==> src/rtl/dht11_frame_decoder.sv <==
// rtl/dht11_frame_decoder.sv - DHT11 frame checksum decoder with handshake, error counter and watchdog (option: DHT11_RANGE_CHECK_EN)
module dht11_frame_decoder #(
    parameter logic [20:0] WDOG_LIMIT = 21'd1999999
) (
    input  logic        clock_1M,
    input  logic        reset,
    input  logic [39:0] frame_in,
    input  logic        frame_done,
    input  logic        frame_erro,
    input  logic        out_ready,
    output logic [7:0]  umidade_int,
    output logic [7:0]  umidade_dec,
    output logic [7:0]  temperatura_int,
    output logic [7:0]  temperatura_dec,
    output logic        out_valid,
    output logic        erro_checksum,
    output logic [7:0]  contador_erros,
    output logic        overrun,
    output logic        dado_antigo
);

    typedef enum logic [1:0] {IDLE, CHECK, HOLD} state_t;

    state_t      state;
    state_t      state_next;
    logic [39:0] frame_q;
    logic        erro_q;
    logic [20:0] wdog;
    logic [7:0]  checksum_sum;
    logic        checksum_ok;
    logic        frame_ok;
    logic        erro_rise;
    logic        latch_frame;
    logic        count_err;
    logic        accept;
    logic        reject;
    logic        release_sample;
    logic        set_overrun;

    // 8-bit wrap-around sum of the four data bytes against the trailing checksum byte
    assign checksum_sum = frame_q[39:32] + frame_q[31:24] + frame_q[23:16] + frame_q[15:8];
    assign checksum_ok  = (checksum_sum == frame_q[7:0]);
    assign erro_rise    = frame_erro & ~erro_q;

`ifdef DHT11_RANGE_CHECK_EN
    logic range_ok;
    // Physically implausible readings are treated exactly like a corrupted frame
    assign range_ok = (frame_q[39:32] >= 8'd20) && (frame_q[39:32] <= 8'd90) &&
                      (frame_q[23:16] <= 8'd50);
    assign frame_ok = checksum_ok & range_ok;
`else
    assign frame_ok = checksum_ok;
`endif

    // State register
    always_ff @(posedge clock_1M or negedge reset) begin
        if (!reset) state <= IDLE;
        else        state <= state_next;
    end

    // Next-state and per-cycle control decisions
    always_comb begin
        state_next     = state;
        latch_frame    = 1'b0;
        count_err      = 1'b0;
        accept         = 1'b0;
        reject         = 1'b0;
        release_sample = 1'b0;
        set_overrun    = 1'b0;
        case (state)
            IDLE: begin
                if (frame_done) begin
                    if (frame_erro) begin
                        count_err = 1'b1;
                    end else begin
                        latch_frame = 1'b1;
                        state_next  = CHECK;
                    end
                end else if (erro_rise) begin
                    count_err = 1'b1;
                end
            end
            CHECK: begin
                set_overrun = frame_done;
                if (frame_ok) begin
                    accept     = 1'b1;
                    state_next = HOLD;
                end else begin
                    reject     = 1'b1;
                    count_err  = 1'b1;
                    state_next = IDLE;
                end
            end
            HOLD: begin
                set_overrun = frame_done;
                if (out_ready) begin
                    release_sample = 1'b1;
                    state_next     = IDLE;
                end
            end
            default: state_next = IDLE;
        endcase
    end

    // Frame capture and acquisition-error edge history
    always_ff @(posedge clock_1M or negedge reset) begin
        if (!reset) begin
            frame_q <= 40'd0;
            erro_q  <= 1'b0;
        end else begin
            erro_q <= frame_erro;
            if (latch_frame) frame_q <= frame_in;
        end
    end

    // Decoded sample, handshake, error pulse, saturating counter and sticky overrun
    always_ff @(posedge clock_1M or negedge reset) begin
        if (!reset) begin
            umidade_int     <= 8'd0;
            umidade_dec     <= 8'd0;
            temperatura_int <= 8'd0;
            temperatura_dec <= 8'd0;
            out_valid       <= 1'b0;
            erro_checksum   <= 1'b0;
            contador_erros  <= 8'd0;
            overrun         <= 1'b0;
        end else begin
            erro_checksum <= reject;
            if (accept) begin
                umidade_int     <= frame_q[39:32];
                umidade_dec     <= frame_q[31:24];
                temperatura_int <= frame_q[23:16];
                temperatura_dec <= frame_q[15:8];
                out_valid       <= 1'b1;
            end else if (release_sample) begin
                out_valid <= 1'b0;
            end
            if (count_err && contador_erros != 8'hFF) contador_erros <= contador_erros + 8'd1;
            if (set_overrun) overrun <= 1'b1;
        end
    end

    // Staleness watchdog: restarts on every accepted frame, parks at the limit
    always_ff @(posedge clock_1M or negedge reset) begin
        if (!reset) begin
            wdog        <= 21'd0;
            dado_antigo <= 1'b0;
        end else if (accept) begin
            wdog        <= 21'd0;
            dado_antigo <= 1'b0;
        end else if (wdog == WDOG_LIMIT) begin
            dado_antigo <= 1'b1;
        end else begin
            wdog <= wdog + 21'd1;
        end
    end

endmodule

==> config.mk <==
export PLATFORM = sky130hd
export DESIGN_NAME = dht11_frame_decoder
export DESIGN_NICKNAME = d
export VERILOG_FILES = /design/src/rtl/dht11_frame_decoder.sv
export SDC_FILE = /design/constraint.sdc
export NUM_CORES = 1
export LEC_CHECK = 0
export ABC_AREA = 1
export CAP_MARGIN = 20
export CORE_MARGIN = 5
export CORE_UTILIZATION = 33
export CTS_BUF_LIST = sky130_fd_sc_hd__clkbuf_16
export CTS_CLUSTER_DIAMETER = 40
export CTS_CLUSTER_SIZE = 10
export DETAILED_ROUTE_END_ITERATION = 8
export PLACE_DENSITY = 0.61
export REMOVE_ABC_BUFFERS = 1
export SYNTH_ARGS = -nofsm -noshare
export SYNTH_HDL_FRONTEND = slang
export SYNTH_SLANG_ARGS = --single-unit
==> constraint.sdc <==
create_clock -name clock_1M -period 7.5 [get_ports clock_1M]
set_clock_uncertainty 0.15 [all_clocks]
set_input_delay 1.5 -clock clock_1M [delete_from_list [all_inputs] [get_ports clock_1M]]
set_output_delay 1.5 -clock clock_1M [all_outputs]
set_load 0.02 [all_outputs]
==> results.tsv <==
metric	value	unit
clock_latency	340	ps
yosysWarnings	0	
ant_nets	0	
path_cells	fa_1, inv_1, fa_1, inv_1, ha_1, fa_1, or2_1, nand3b_1, nand2_1, nor2_1, nand2_1, nor2_2, nand4_4, inv_4, nor3_1	
cpMostUsedCell	fa_1	
grt_pass1_wl	20600	um
first_global_vias	4342	
seq_area_frac_synth	0.507	
pwr_density_cell	516	mW/mm^2
areaGrowthSynthToFinish	25.6	%
setup-violations-final	0	
postCtsSetupBuffers	0	
synth_ff_type	dfrtp_1	
critPathMaxStageDelay	630	ps
core	0.0159	sq mm
syn_area	0.00533	sq mm
rsz0062_at_grt	false	
whs	329	ps
required	7550	ps
fin_cells	883	
cts.sinks	108	
path_max_fanout	54	
detailed_place_hpwl	8760	um
synth_area_per_cell	9.27	sq um
internal-power	1.89	mW
cp_slowest_cell	nand4_4	
worstSetupEndpointType	flop	
portBuffers	88	
setup.worst_path.class	reg -> reg	
wl_per_cell	13.5	um
dieArea	0.0188	sq mm
htree_levels	3	
yosysUniqueCellTypes	32	
cts.path.max_buffers	2	
fin_util	0.421	
dr.first_iter.drc_count	227	
grt-ovfl-total	0	
grt_start_max_net_pins	72	
reg2reg_slack	2830	ps
clock.fmax	0.214	GHz
synth_edf_count	0	
pwr-share-comb	0.600	
worst_pin_slew	895	ps
grt_antenna_before_repair	0	
min_period	4670	ps
rows	46	
die_height	137	um
async_flop_share	1.00	
p_sw_frac	0.452	
cts_root_buf	clkbuf_16	
critPathBufInv	3	
cts.reportedPaths.clkPinSlew	70	ps
fin_nets	733	
ys_seq_elements	108	
post_drt_via_cell_ratio	4.64	
crit_path_start_kind	flop	
drtPass1Iterations	4	
io_pins	89	
remaining_drc_errors	0	
drt_wl_total	11900	um
crit_family	adder cells	
numCtsBuffers	9	
gp_congestion	0.840	
antenna_cells	0	
leakage	3.14	nW
outcome	finished clean	
relSlewSlack	0.404	
worstPathArrival	4720	ps
track_usage	0.135	
ir_drop	0.333	mV
fin_crit_sh	0.622	
initial_utilization	0.335	
tns	0	ps
cts_tree	yes	
cts_resized	0	
synthCells	575	
cts_hold_buf	0	
vias	4096	
pwr-share-clk	0.124	
slew_violations	0	
min_path_type	reg -> reg	
hold_viol	0	
power_frac_seq	0.276	
p_switching	1.56	mW
drv_cap	0	
drive_above_1_share	0.0720	
post-place-cells	867	
die_w	137	um
## cell type report
class / instances / area [sq um]
clock buffer: 9 / 225
timing repair buffer: 90 / 893
sequential: 108 / 2700
clock inverter: 7 / 37.5
inverter: 62 / 235
multi-input combinational: 391 / 2330
fill: 1577 / 9190
tap: 216 / 270
## synthesized netlist by cell type, drive strengths merged (6+ instances only)
cell | count | area share
nand2 | 148 | 0.11
dfrtp | 108 | 0.51
inv | 62 | 0.044
nor2 | 44 | 0.031
nand3 | 34 | 0.032
a21oi | 28 | 0.026
mux2 | 24 | 0.051
nand4 | 16 | 0.022
nor3 | 16 | 0.016
o21ai | 16 | 0.015
fa | 14 | 0.053
ha | 12 | 0.028
xor2 | 11 | 0.018
xnor2 | 9 | 0.015
buf | 8 | 0.0085
clkbuf | 6 | 0.0042
## cell usage in the layout (no fill, tap or decap), types with 5 or more instances in the layout
master           count
nand2_1            146
dfrtp_1            108
clkdlybuf4s50_1     87
inv_1               64
nor2_1              43
nand3_1             33
a21oi_1             28
mux2_2              24
nand4_1             15
o21ai_1             15
nor3_1              15
fa_1                14
ha_1                12
xor2_1              11
xnor2_1              9
clkbuf_16            9
nor4_1               5
## flip-flops by register name (all words and copies together) (netlist names)
| register | count |
|---|---|
| erro_checksum | 1 |
| out_valid | 1 |
| dado_antigo | 1 |
| overrun | 1 |
| umidade_dec | 8 |
| frame_q | 40 |
| temperatura_dec | 8 |
| erro_q | 1 |
| temperatura_int | 8 |
| contador_erros | 8 |
| umidade_int | 8 |
| wdog | 21 |
| state | 2 |
## logic make-up (layout without fill, tap and decap cells)
family	after synthesis	in the layout	synth area share
compound gates	49	49	0.0477
buf+inv	76	168	0.0568
simple gates	272	272	0.224
fa+ha+maj	26	26	0.0808
mux	24	24	0.0507
flops	108	108	0.507
xor+xnor	20	20	0.0329
## path summary, 6_finish.rpt
kind                                              from                      end  cells past startpoint
max in group asynchronous                        reset  frame_q[13]$_DFFE_PN0P_                      2
worst min register to register     overrun$_DFFE_PN0P_      overrun$_DFFE_PN0P_                      1
worst max register to register  frame_q[9]$_DFFE_PN0P_      wdog[9]$_DFFE_PN0P_                     15
worst min-delay path               overrun$_DFFE_PN0P_      overrun$_DFFE_PN0P_                      1
min in group asynchronous                        reset   frame_q[8]$_DFFE_PN0P_                      1
worst max-delay path            frame_q[9]$_DFFE_PN0P_      wdog[9]$_DFFE_PN0P_                     15
## power by group through the flow
stage | Combinational [mW] | Clock [mW] | Sequential [mW]
finish | 2.07 | 0.428 | 0.952
global placement | 2.03 | 0 | 0.957
floorplan | 1.47 | 0 | 1.01
CTS | 2.09 | 0.443 | 0.955
global route | 2.38 | 0.466 | 0.986
detailed placement | 2.07 | 0 | 0.964
## per-stage QoR
step	instance area, sq um	worst slack, ps	total power, mW
finish	6690	2830	3.45
global route	6690	2420	3.84
CTS	6690	2760	3.49
detailed placement	6430	2790	3.04
global placement	6430	2940	2.99
floorplan	5260	3490	2.49
## metal layers
| metal | up-vias | part of all wire | track usage | routed length, um |
|---|---|---|---|---|
| li1 | 2033 | - | - | - |
| met1 | 1964 | 0.47 | 0.182 | 5570 |
| met5 | - | 0 | 0 | 0 |
| met3 | 9 | 0.053 | 0.0364 | 630 |
| met4 | 0 | 0.0084 | 0.0299 | 100 |
| met2 | 90 | 0.47 | 0.217 | 5590 |
Note: power is estimated with default switching activity, not from simulation.
